## src/rtl/data_memory_arbiter.sv

```systemverilog
// Round-robin arbiter sharing one single-port data memory between the CPU (port 0)
// and a DMA/debug port (port 1), with a port-1 burst lock and saturating grant counters.
module data_memory_arbiter #(
    parameter int unsigned AW    = 32,
    parameter int unsigned DW    = 32,
    parameter int unsigned CNT_W = 16
) (
    input  logic             clk,
    input  logic             rst_n,

    input  logic             m0_req,
    input  logic             m0_we,
    input  logic [AW-1:0]    m0_addr,
    input  logic [DW-1:0]    m0_wdata,
    output logic             m0_ack,
    output logic [DW-1:0]    m0_rdata,

    input  logic             m1_req,
    input  logic             m1_we,
    input  logic [AW-1:0]    m1_addr,
    input  logic [DW-1:0]    m1_wdata,
    input  logic             m1_lock,
    output logic             m1_ack,
    output logic [DW-1:0]    m1_rdata,

    output logic [AW-1:0]    mem_a,
    output logic             mem_we,
    output logic [DW-1:0]    mem_wd,
    input  logic [DW-1:0]    mem_rd,

    output logic             busy,
    output logic [CNT_W-1:0] m0_grants,
    output logic [CNT_W-1:0] m1_grants
);

    typedef enum logic [0:0] {StIdle, StResp} state_e;

    localparam logic [CNT_W-1:0] CntMax = {CNT_W{1'b1}};
    localparam logic [CNT_W-1:0] CntOne = {{(CNT_W-1){1'b0}}, 1'b1};

    state_e           state_q, state_d;
    logic             last_q, last_d;
    logic             lock_q, lock_d;
    logic             m0_ack_q, m0_ack_d;
    logic             m1_ack_q, m1_ack_d;
    logic [DW-1:0]    rdata_q, rdata_d;
    logic [CNT_W-1:0] m0_grants_q, m0_grants_d;
    logic [CNT_W-1:0] m1_grants_q, m1_grants_d;

    logic issue;
    logic winner;

    // Ties go to the port that did not win last, unless port 1 holds an active lock.
    always_comb begin
        issue = (state_q == StIdle) && (m0_req || m1_req);
        if (m0_req && m1_req) begin
            winner = (last_q && lock_q) ? 1'b1 : ~last_q;
        end else begin
            winner = m1_req;
        end
    end

    always_comb begin
        mem_a  = '0;
        mem_we = 1'b0;
        mem_wd = '0;
        if (issue) begin
            if (winner) begin
                mem_a  = m1_addr;
                mem_we = m1_we;
                mem_wd = m1_wdata;
            end else begin
                mem_a  = m0_addr;
                mem_we = m0_we;
                mem_wd = m0_wdata;
            end
        end
    end

    always_comb begin
        state_d     = state_q;
        last_d      = last_q;
        lock_d      = lock_q;
        rdata_d     = rdata_q;
        m0_ack_d    = 1'b0;
        m1_ack_d    = 1'b0;
        m0_grants_d = m0_grants_q;
        m1_grants_d = m1_grants_q;
        unique case (state_q)
            StIdle: begin
                if (issue) begin
                    state_d  = StResp;
                    rdata_d  = mem_rd;
                    m0_ack_d = ~winner;
                    m1_ack_d = winner;
                    last_d   = winner;
                    lock_d   = winner & m1_lock;
                    if (winner) begin
                        if (m1_grants_q != CntMax) m1_grants_d = m1_grants_q + CntOne;
                    end else begin
                        if (m0_grants_q != CntMax) m0_grants_d = m0_grants_q + CntOne;
                    end
                end
            end
            StResp: state_d = StIdle;
            default: state_d = StIdle;
        endcase
    end

    always_ff @(posedge clk or negedge rst_n) begin
        if (!rst_n) begin
            state_q     <= StIdle;
            last_q      <= 1'b1;
            lock_q      <= 1'b0;
            rdata_q     <= '0;
            m0_ack_q    <= 1'b0;
            m1_ack_q    <= 1'b0;
            m0_grants_q <= '0;
            m1_grants_q <= '0;
        end else begin
            state_q     <= state_d;
            last_q      <= last_d;
            lock_q      <= lock_d;
            rdata_q     <= rdata_d;
            m0_ack_q    <= m0_ack_d;
            m1_ack_q    <= m1_ack_d;
            m0_grants_q <= m0_grants_d;
            m1_grants_q <= m1_grants_d;
        end
    end

    assign m0_ack    = m0_ack_q;
    assign m1_ack    = m1_ack_q;
    assign m0_rdata  = rdata_q;
    assign m1_rdata  = rdata_q;
    assign busy      = (state_q == StResp);
    assign m0_grants = m0_grants_q;
    assign m1_grants = m1_grants_q;

endmodule

```

## config.mk

```make
export PLATFORM = sky130hd
export DESIGN_NAME = data_memory_arbiter
export DESIGN_NICKNAME = d
export VERILOG_FILES = /design/src/rtl/data_memory_arbiter.sv
export SDC_FILE = /design/constraint.sdc
export NUM_CORES = 1
export LEC_CHECK = 0
export CAP_MARGIN = 20
export CORE_AREA = 2 2 129 131
export DETAILED_ROUTE_END_ITERATION = 8
export DIE_AREA = 0 0 131 133
export DONT_BUFFER_PORTS = 1
export GPL_TIMING_DRIVEN = 0
export PLACE_DENSITY_LB_ADDON = 0.15
export SYNTH_ARGS = -nofsm -noshare
export SYNTH_HDL_FRONTEND = slang
export SYNTH_SLANG_ARGS = --single-unit
```

## constraint.sdc

```tcl
create_clock -name clk -period 4.5 [get_ports clk]
set_input_delay 1.125 -clock clk [delete_from_list [all_inputs] [get_ports clk]]
set_output_delay 1.125 -clock clk [all_outputs]
set_load 0.05 [all_outputs]
```

# After elaboration in Yosys (flattened, before gate mapping)

Cells that the tools add are included.

Word-level logic and storage cells: 37
Output and inout bits: 164
Input bits: 167
Flip-flop bits (word level): 69

Equal/unequal tests: 2
$add $sub $neg: 2
Bitwise operators: 4
Muxes and demuxes: 14
Reductions and logical operators: 7

Operator list:

| kind                                                             | count |
|---|---|
| 32-bit two-way mux                                               | 4 |
| 16-bit by 1-bit adder with 16-bit output (second input constant) | 2 |
| 16-bit inequality test (second input constant)                   | 2 |
| 1-bit two-way mux                                                | 9 |
| 4-bit AND reduction                                              | 2 |
| 1-bit logical AND                                                | 3 |
| 1-bit NOT                                                        | 3 |
| 1-bit case mux with 2 select lines                               | 1 |
| 2-bit AND reduction                                              | 1 |
| 1-bit bitwise AND                                                | 1 |
| 1-bit logical OR                                                 | 1 |

# Longest topological paths before layout

Gate-level depths: netlist (run 1).

Depth after elaboration: 6
Mapped depth: 6
Depth with buffers taken out: 5

# Worst setup path before layout (run 1)

OpenSTA, ideal clock, no wires.

Path type: input -> output
Start: input m0_req
End: output mem_a[13]
Buffers on the path: 2
Arrival: 2277 ps
Stages on the path: 6
Required time: 3375 ps
Slack: 1098 ps
Path through: nand2b_1 > a21o_1 > inv_2 > buf_2 > buf_2 > a22o_1

Longest elaborated chain between the ends: 4
Elaborated cells between the ends (all ways): 6
Those cells by class: 3 x mux; 3 x reduce/logical

RTL lines:

| item                   | RTL line | source |
|---|---|---|
| start, declared        | 11       | `input logic m0_req,` |
| 1-bit logical AND      | 56       | `if (m0_req && m1_req) begin` |
| 1-bit two-way mux      | 56       |  |
| 32-bit two-way mux     | 68       | `if (winner) begin` |
| 32-bit two-way mux (*) | 67       | `if (issue) begin` |
| end, declared          | 26       | `output logic [AW-1:0] mem_a,` |

Mark *: on every way between the ends. The rest lies on a longest branch, timed or not.

# Final worst setup path (run 1)

Start: register state_q, in the netlist busy
End: output mem_a[19]

Longest elaborated chain between the ends: 3

RTL lines:

| item                   | RTL line | source |
|---|---|---|
| start, declared        | 41       | `state_e state_q, state_d;` |
| start signal, assigned | 112      | `state_q <= StIdle;` |
| start signal, assigned | 121      | `state_q <= state_d;` |
| 1-bit NOT (no line)    | -        |  |
| 1-bit logical AND      | 55       | `issue = (state_q == StIdle) && (m0_req \|\| m1_req);` |
| 32-bit two-way mux     | 67       |  |

Every way passes these cells.

==> impl_metrics.json, run 1 <==
{
  "area_delta_synth_final_pct": 14.8,
  "globalRouteOverflowTotal": 0,
  "post_drt_via_cell_ratio": 5.14,
  "drcViolationCount": 0,
  "drt-pass1-iter-count": 4,
  "total_power_mw": 2.93,
  "number_of_buffers_on_the_longest_clock_path": 2,
  "clockRootBuffer": "sky130_fd_sc_hd__clkbuf_16",
  "worst_ir_drop_vdd_mv": 0.243,
  "yosys.cell_types.count": 45,
  "clk_transition_reported_paths_ps": 60,
  "cts_hold_buffers": 0,
  "finClkSkew_ps": 6.25,
  "grt_first_pass_wirelength_um": 22100,
  "die_w_um": 131,
  "worst_skew_pair.late_latency_ps": 340,
  "height_of_the_die_um": 133,
  "grt_max_degree": 70,
  "core_area_mm2": 0.0162,
  "gp_congestion": 0.778,
  "max_cap_viols": 0,
  "critPathMostFrequentCell": "sky130_fd_sc_hd__buf_2",
  "worst_setup_path_startpoint": "busy$_DFF_PN0_",
  "report.final.slew_viol_count": 0,
  "cts-resized-gates": 0,
  "cts_setup_buffers": 0,
  "final_antenna_net_count": 0,
  "period_needed_ps": 3930,
  "critPathMaxStageDelay_ps": 640,
  "timing.rr.start": "m0_grants[0]$_DFFE_PN0P_",
  "layout_worst_path_cycle_share_pct": 87.4,
  "cts_buffers": 9,
  "syn-cell-area_mm2": 0.00390,
  "syn-instance-count": 417,
  "ios": 331,
  "postSynthAreaPerCell_um2": 9.35,
  "design.die.area_mm2": 0.0174,
  "p_leak_nw": 2.05,
  "timing.critical_path.from_type": "flop",
  "dominantRegCellSynth": "sky130_fd_sc_hd__dfrtp_1",
  "floorplan.initialDensity_pct": 24.1,
  "synthesis.nets": 586,
  "antenna_violations_before_repair": 3,
  "vias_in_the_first_global_route": 3269,
  "synth_area_leader_cell": "sky130_fd_sc_hd__dfrtp_1",
  "run_status": "completed",
  "synth_top_area_share_pct": 43.7,
  "detail_route.iter0.violations": 177,
  "grt_util_all_layers_pct": 18.4,
  "async_flop_share_pct": 100,
  "worst_hold_path_type": "input port to async pin",
  "detail_route.wl_per_cell_um": 25.9,
  "grt_setup_unrepaired": "false",
  "critical_path_buffers_and_inverters": 3,
  "detailroute.via_count": 3378,
  "design.final.nets": 597,
  "post-route-cell-area_mm2": 0.00448,
  "synth_seq_cells": 69,
  "ys_top_cells_by_area": "sky130_fd_sc_hd__dfrtp_1, sky130_fd_sc_hd__a22o_1, sky130_fd_sc_hd__nand2_1",
  "rows": 47,
  "finalSetupTns_ps": 0,
  "crit_chain": "nand2b_1 > a21o_1 > inv_2 > buf_2 > buf_2 > a22o_1",
  "worst-endpoint-arrival_ps": 2810,
  "worst_pin_slew_ps": 734,
  "number_of_buffers_inserted_by_port_buffering": 0,
  "slowest_stage": "sky130_fd_sc_hd__a22o_1",
  "cp_top_family": "compound AO/OA/AOI/OAI gates",
  "pwr_density_cell_mw_per_mm2": 655,
  "setup.worst_path.end_class": "output port",
  "post_route_cells_drive_above_1_share_pct": 16.4,
  "final-hold-violation-count": 0,
  "placement.cell_area_mm2": 0.00417,
  "maxClockFrequency_mhz": 254,
  "synth-seq-area-share_pct": 44.3,
  "clock-sinks": 69,
  "yosys-top-cells-count": "sky130_fd_sc_hd__nand2_1, sky130_fd_sc_hd__dfrtp_1, sky130_fd_sc_hd__a22o_1",
  "report.final.setup_viol": 0,
  "timing.slew.headroom_pct": 51.2,
  "tritoncts": "done",
  "htreeDepth": 3,
  "cp_max_fo": 10,
  "ys_warn_count": 0,
  "most_repeated_cell_in_the_gate_level_netlist_after_synthesis": "sky130_fd_sc_hd__nand2_1",
  "place.detailed.hpwl_um": 13700,
  "synth-edff-count": 0,
  "routed_wirelength_um": 17000,
  "worstPathRequired_ps": 3380,
  "critPathKind": "flop to output port"
}
[metal layers]
metal / global-route usage (%) / vias up / routed length [µm]
met1: 22.2 / 1653 / 6900
met4: 8.75 / 0 / 728
met3: 4.53 / 27 / 1380
met2: 30.5 / 211 / 8020
li1: - / 1487 / -
met5: 0 / - / 0
[state kept, by name, summed over array words and instances, names as in the netlist]
name / flops
busy: 1
last_q: 1
lock_q: 1
m0_ack: 1
m0_grants: 16
m0_rdata: 32
m1_ack: 1
m1_grants: 16
[cell families (layout without fill, tap and decap cells)]
kind of cell,count (synthesis),in the layout,synth area share (%)
flops,69,69,44.3
other cells,0,4,0
compound gates,91,91,19.3
fa+ha+maj,2,2,0.642
simple gates,171,171,20.5
xor+xnor,17,17,3.82
buf+inv,58,74,8.86
mux,9,9,2.60
[placed cells by master, fill, tap and decap left out, types with 5 or more instances in the layout]
| cell | netlist | final |
|---|---|---|
| sky130_fd_sc_hd__a21oi_1 | 5 | 5 |
| sky130_fd_sc_hd__a22o_1 | 66 | 66 |
| sky130_fd_sc_hd__a31oi_1 | 5 | 5 |
| sky130_fd_sc_hd__buf_2 | 6 | 6 |
| sky130_fd_sc_hd__buf_4 | 32 | 32 |
| sky130_fd_sc_hd__clkbuf_1 | 13 | 14 |
| sky130_fd_sc_hd__clkbuf_16 | 0 | 9 |
| sky130_fd_sc_hd__dfrtp_1 | 68 | 68 |
| sky130_fd_sc_hd__mux2_2 | 9 | 9 |
| sky130_fd_sc_hd__nand2_1 | 111 | 111 |
| sky130_fd_sc_hd__nand3_1 | 11 | 11 |
| sky130_fd_sc_hd__nand4_1 | 12 | 12 |
| sky130_fd_sc_hd__nor2_1 | 7 | 7 |
| sky130_fd_sc_hd__nor3_1 | 6 | 6 |
| sky130_fd_sc_hd__xnor2_1 | 7 | 7 |
| sky130_fd_sc_hd__xor2_1 | 10 | 10 |
[report_power, final]
group	internal, mW	leakage [nW]	switching (mW)	total [mW]
combinational	0.213	1.04	0.683	0.896
sequential	0.731	0.867	0.587	1.32
clock	0.428	0.138	0.289	0.717
total	1.37	2.05	1.56	2.93
[worst paths after layout]
kind / slack (ps) / end / cells after the start
min in group clk: 480 / last_q$_DFFE_PN1P_ / 2
max reg2reg: 2110 / m0_grants[6]$_DFFE_PN0P_ / 5
min: 470 / m0_rdata[25]$_DFFE_PN0P_ / 0
max: 570 / mem_a[19] / 6
max in group asynchronous: 3820 / last_q$_DFFE_PN1P_ / 0
min reg2reg: 480 / last_q$_DFFE_PN1P_ / 2
[through the flow]
step	setup slack (ps)	util, %	hold WS (ps)	instances
3_3_place_gp	620	25.8	462	637
2_1_floorplan	1100	-	447	417
3_5_place_dp	616	25.8	468	637
6_report	566	27.7	475	657
4_1_cts	523	27.6	459	653
5_1_grt	435	27.7	456	657
[area by class of cell]
class,instances,area [µm²]
clock inverters,6,63.8
well taps,220,275
fillers,1751,11700
multi-input cells,290,1820
clock buffers,10,229
plain buffers,52,323
flip-flops and latches,69,1730
diodes,4,10.0
inverters,6,22.5
No activity file was read; power rests on OpenSTA's default activity.
==> run 2, diff against run 1 <==
--- a/config.mk
+++ b/config.mk
@@ -12,6 +12,7 @@
 export DONT_BUFFER_PORTS = 1
 export GPL_TIMING_DRIVEN = 0
 export PLACE_DENSITY_LB_ADDON = 0.15
+export SETUP_SLACK_MARGIN = 0.15
 export SYNTH_ARGS = -nofsm -noshare
 export SYNTH_HDL_FRONTEND = slang
 export SYNTH_SLANG_ARGS = --single-unit
==> results of run 2 <==
The final DEF is identical to that of run 1; final timing and power are the same.
